`config.mk`:
```
export PLATFORM = sky130hd
export DESIGN_NAME = rng_core
export DESIGN_NICKNAME = d
export VERILOG_FILES = /design/src/rtl/rng_core.sv
export SDC_FILE = /design/constraint.sdc
export NUM_CORES = 1
export LEC_CHECK = 0
export ABC_CLOCK_PERIOD_IN_PS = 1190
export CAP_MARGIN = 10
export CORE_MARGIN = 2
export CORE_UTILIZATION = 40
export DETAILED_ROUTE_END_ITERATION = 12
export HOLD_SLACK_MARGIN = 0.02
export PLACE_DENSITY = 0.78
export SLEW_MARGIN = 5
export SYNTH_ARGS = -nofsm -noshare
export SYNTH_HDL_FRONTEND = slang
export SYNTH_SLANG_ARGS = --single-unit
```
`constraint.sdc`:
```
create_clock -name clk -period 1.19 [get_ports clk]
set_input_delay 0.119 -clock clk [delete_from_list [all_inputs] [get_ports clk]]
set_output_delay 0.119 -clock clk [all_outputs]
set_load 0.05 [all_outputs]
```
`src/rtl/rng_core.sv`:
```
// rng_core: 16-bit Galois LFSR random byte source for the CHIP-8 CXNN instruction.
// Ports: clk, rst (sync, active-high), en (advance), seed_load/seed_in (reseed),
//        x (random byte = state[7:0]), state (full LFSR state).
// Optional: define RNG_ENTROPY_EN to add an 8-bit entropy input mixed into state[15:8] on steps.
module rng_core #(
  parameter logic [15:0] SEED  = 16'hACE1,
  parameter int          STEPS = 1
) (
  input  logic        clk,
  input  logic        rst,
  input  logic        en,
  input  logic        seed_load,
  input  logic [15:0] seed_in,
`ifdef RNG_ENTROPY_EN
  input  logic [7:0]  entropy,
`endif
  output logic [7:0]  x,
  output logic [15:0] state
);
  localparam logic [15:0] FALLBACK = 16'hACE1;
  localparam logic [15:0] EFF_SEED = (SEED == 16'h0) ? FALLBACK : SEED;
  if (STEPS < 1 || STEPS > 16) begin : g_bad_steps
    $error("rng_core: STEPS must be in 1..16");
  end
  logic [15:0] state_q, state_d, step_s;
  always_comb begin
    step_s = state_q;
    for (int i = 0; i < STEPS; i++)
      step_s = (step_s >> 1) ^ (step_s[0] ? 16'hB400 : 16'h0000);
`ifdef RNG_ENTROPY_EN
    // entropy could cancel the state to zero, which would lock the LFSR
    step_s = step_s ^ {entropy, 8'h00};
    step_s = (step_s == 16'h0) ? FALLBACK : step_s;
`endif
    state_d = seed_load ? ((seed_in == 16'h0) ? FALLBACK : seed_in) :
              en        ? step_s : state_q;
  end
  always_ff @(posedge clk) begin
    if (rst) state_q <= EFF_SEED;
    else     state_q <= state_d;
  end
  assign state = state_q;
  assign x     = state_q[7:0];
endmodule

```
==> metrics.txt <==
# TYPE chip_impl_metric gauge
chip_impl_metric{name="globalRoute.totalOverflow",unit=""} 0
chip_impl_metric{name="detailed_place_hpwl",unit="um"} 2020
chip_impl_info{name="worst_setup_path_end_kind",value="flop"} 1
chip_impl_metric{name="final_net_count",unit=""} 163
chip_impl_metric{name="cellPowerDensity",unit="nW/um2"} 1060
chip_impl_metric{name="finClkSkew",unit="ns"} 0.00572
chip_impl_metric{name="setup_viol_count_final",unit=""} 1
chip_impl_info{name="worst_r2r_startpoint",value="state[0]$_SDFFE_PP1P_"} 1
chip_impl_metric{name="pin_count_of_the_biggest_net_entering_global_routing",unit=""} 24
chip_impl_metric{name="worstMarginPinSlew",unit="ns"} 0.342
chip_impl_metric{name="clock_latency",unit="ns"} 0.29
chip_impl_metric{name="final.fill_count",unit=""} 148
chip_impl_metric{name="gp_congestion",unit=""} 0.820
chip_impl_metric{name="die_w",unit="um"} 52.4
chip_impl_metric{name="drtAntennaViolNets",unit=""} 0
chip_impl_metric{name="grt_pass1_wl",unit="um"} 4260
chip_impl_metric{name="final_area",unit="um2"} 1720
chip_impl_metric{name="number_of_vias_per_cell_after_detailed_routing",unit=""} 5.48
chip_impl_metric{name="timing.critical_path.required",unit="ns"} 1.39
chip_impl_metric{name="postSynthCellCount",unit=""} 96
chip_impl_metric{name="largest_register_ff_count",unit=""} 16
chip_impl_metric{name="part_of_the_yosys_area_used_for_sequential_elements",unit=""} 0.342
chip_impl_info{name="run_status",value="finished with violations"} 1
chip_impl_info{name="endpoint_of_the_most_critical_register_to_register_path",value="state[10]$_SDFFE_PP1P_"} 1
chip_impl_metric{name="antenna_cells",unit=""} 0
chip_impl_metric{name="max_cap_viol_count",unit=""} 0
chip_impl_metric{name="core_area",unit="um2"} 2210
chip_impl_metric{name="initial_core_utilization",unit=""} 0.423
chip_impl_metric{name="max-vdd-ir-drop",unit="V"} 0.000900
chip_impl_metric{name="syn_nets",unit=""} 116
chip_impl_metric{name="cts_sinks",unit=""} 16
chip_impl_info{name="layout.cells.most_common",value="sky130_fd_sc_hd__buf_12"} 1
chip_impl_metric{name="hold_path_depth",unit=""} 3
chip_impl_info{name="timing.critical_path.from_type",value="input port"} 1
chip_impl_metric{name="routed_wl",unit="um"} 2960
chip_impl_metric{name="synth.distinct_cells",unit=""} 19
chip_impl_metric{name="fmax",unit="MHz"} 804
chip_impl_metric{name="postCtsSetupBuffers",unit=""} 0
chip_impl_info{name="timing.hold.worst_endpoint",value="state[12]$_SDFFE_PP0P_"} 1
chip_impl_metric{name="io-pin-count",unit=""} 44
chip_impl_metric{name="relative_slew_margins",unit=""} 0.771
chip_impl_metric{name="report.final.slew_viol_count",unit=""} 0
chip_impl_metric{name="area_overhead_vs_synth",unit="%"} 84.1
chip_impl_info{name="rsz0062_at_grt",value="yes"} 1
chip_impl_metric{name="min_period",unit="ns"} 1.24
chip_impl_metric{name="first_global_vias",unit=""} 923
chip_impl_metric{name="groute.usage.overall",unit=""} 0.212
chip_impl_metric{name="ys.warnings.count",unit=""} 0
chip_impl_metric{name="initial_antenna_violation_count",unit=""} 0
chip_impl_metric{name="floorplan.die.height",unit="um"} 52.4
chip_impl_metric{name="final_layout_size_suffix_gt1_frac",unit=""} 0.408
chip_impl_metric{name="placedInstanceArea",unit="um2"} 1650
chip_impl_metric{name="finish.cell_count_without_fillers",unit=""} 170
chip_impl_metric{name="reg2reg_depth",unit=""} 3
chip_impl_metric{name="h-tree-depth",unit=""} 1
chip_impl_metric{name="portBuffers",unit=""} 43
chip_impl_metric{name="place_inst",unit=""} 166
chip_impl_metric{name="finalSetupTns",unit="ns"} -0.0546
chip_impl_info{name="min_from",value="seed_in[12]"} 1
chip_impl_metric{name="mappedNetlistArea",unit="um2"} 936
chip_impl_info{name="mostFrequentLayoutCells",value="sky130_fd_sc_hd__buf_12, sky130_fd_sc_hd__clkdlybuf4s50_1, sky130_fd_sc_hd__dfxtp_1"} 1
chip_impl_info{name="root_buffer_cell",value="sky130_fd_sc_hd__clkbuf_4"} 1
chip_impl_metric{name="core.rowCount",unit=""} 17
chip_impl_info{name="cts_tree",value="built"} 1
chip_impl_metric{name="hold_violations",unit=""} 0
chip_impl_info{name="min_path_type",value="input port to flop"} 1
chip_impl_metric{name="cts.path.max_buffers",unit=""} 2
chip_impl_metric{name="whs",unit="ns"} 0.471
chip_impl_metric{name="wl_per_cell",unit="um"} 17.4
chip_impl_info{name="worst-setup-path-type",value="input port to flop"} 1
chip_impl_info{name="violated_checks",value="negative setup slack"} 1
chip_impl_metric{name="post-route-drc-count",unit=""} 0
chip_impl_metric{name="clkTransAtPathRegs",unit="ns"} 0.10
chip_impl_metric{name="period_share",unit=""} 1.05
chip_impl_metric{name="drt_iter0_drc",unit=""} 34
chip_impl_metric{name="num_vias",unit=""} 932
chip_impl_metric{name="ys_seq_elements",unit=""} 16
chip_impl_metric{name="drt_pass1_iterations",unit=""} 4
chip_impl_metric{name="worstPathMaxFanout",unit=""} 8
chip_impl_metric{name="design.die.area",unit="um2"} 2740
chip_impl_metric{name="p_leak",unit="nW"} 0.715
chip_impl_metric{name="reg2reg_slack",unit="ns"} 0.12
chip_impl_metric{name="dp_worst_setup_slack",unit="ns"} -0.324
chip_impl_metric{name="post_synth.cell_area_avg",unit="um2"} 9.75
chip_impl_metric{name="setup_ws",unit="ns"} -0.0546
chip_impl_metric{name="worst_ep_arrival_time",unit="ns"} 1.44
chip_impl_metric{name="cts-buffers-inserted",unit=""} 3
final cells by class:
class                   instances  area (um2)  area share
repair buffers                 57         788       0.458
well taps                      28        35.0      0.0203
flip-flops and latches         16         325       0.189
multi-input cells              65         538       0.312
clock buffers                   4        36.3      0.0211
Yosys cell counts:
cell	count	area, um2
sky130_fd_sc_hd__buf_2	3	15.0
sky130_fd_sc_hd__nor4_2	3	37.5
sky130_fd_sc_hd__dfxtp_1	16	320
sky130_fd_sc_hd__a211o_1	1	8.76
sky130_fd_sc_hd__clkbuf_1	2	7.51
sky130_fd_sc_hd__nor4_4	1	21.3
sky130_fd_sc_hd__mux2i_1	9	90.1
sky130_fd_sc_hd__buf_4	8	60.1
sky130_fd_sc_hd__a22oi_1	8	60.1
sky130_fd_sc_hd__buf_6	1	11.3
sky130_fd_sc_hd__nor2_1	10	37.5
sky130_fd_sc_hd__a21oi_1	13	65.1
sky130_fd_sc_hd__buf_12	1	20.0
sky130_fd_sc_hd__mux2_2	7	78.8
sky130_fd_sc_hd__nor3b_1	8	60.1
sky130_fd_sc_hd__nand4_2	1	12.5
sky130_fd_sc_hd__xnor2_1	1	8.76
sky130_fd_sc_hd__nand2_1	1	3.75
sky130_fd_sc_hd__xor2_1	2	17.5
metrics by stage:
step	power, mW	util
after floorplan	1.03	-
after global placement	1.43	0.746
after detailed placement	1.44	0.746
after CTS	1.82	0.766
after global routing	1.89	0.779
final	1.83	0.779
worst max-delay path by stage:
stage / slack [ns] / from / to / cells after the start
floorplan: 0.02 / state[12]$_SDFFE_PP0P_ / state[12]$_SDFFE_PP0P_ / 3
CTS: 0.01 / seed_in[2] / state[6]$_SDFFE_PP1P_ / 4
finish: -0.05 / seed_in[13] / state[10]$_SDFFE_PP1P_ / 4
detailed placement: -0.32 / seed_in[2] / state[6]$_SDFFE_PP1P_ / 4
global placement: -0.26 / seed_in[2] / state[5]$_SDFFE_PP1P_ / 4
global route: -0.08 / seed_in[13] / state[10]$_SDFFE_PP1P_ / 4
worst max-delay path, cell delays in order:
cell and delay [ns]:
sky130_fd_sc_hd__clkdlybuf4s50_1 0.46, sky130_fd_sc_hd__nor4_2 0.39, sky130_fd_sc_hd__nand4_4 0.21, sky130_fd_sc_hd__a22oi_1 0.26
report_power, final:
group	internal (mW)	total (mW)	leakage, nW	switching [mW]
combinational	0.410	0.812	0.561	0.402
sequential	0.580	0.643	0.133	0.0634
clock	0.186	0.374	0.0210	0.188
total	1.18	1.83	0.715	0.653
per-layer routing:
layer  wire (um)  vias to the layer above  track usage  share of wire
met3         185                       10       0.0429          0.062
li1            -                      438            -              -
met1        1120                      437        0.265           0.38
met4          85                        0        0.103          0.029
met5           0                        -            0              0
met2        1570                       47        0.346           0.53
kinds of logic (layout without fill, tap and decap cells):
kind of cell	Yosys count	after routing	share of synthesized area
AND/OR/NAND/NOR	24	24	0.184
AO/OA/AOI/OAI	22	22	0.143
multiplexers	16	16	0.180
flip-flops	16	16	0.342
buffers and inverters	15	61	0.122
XOR/XNOR	3	3	0.0281
what timing repair did:
item	4_1_cts	5_1_grt
gates resized for setup	1	4
setup endpoints to repair	8	8
pin swaps	1	2
hold buffers	0	0
Power figures use the tool's default switching activity.
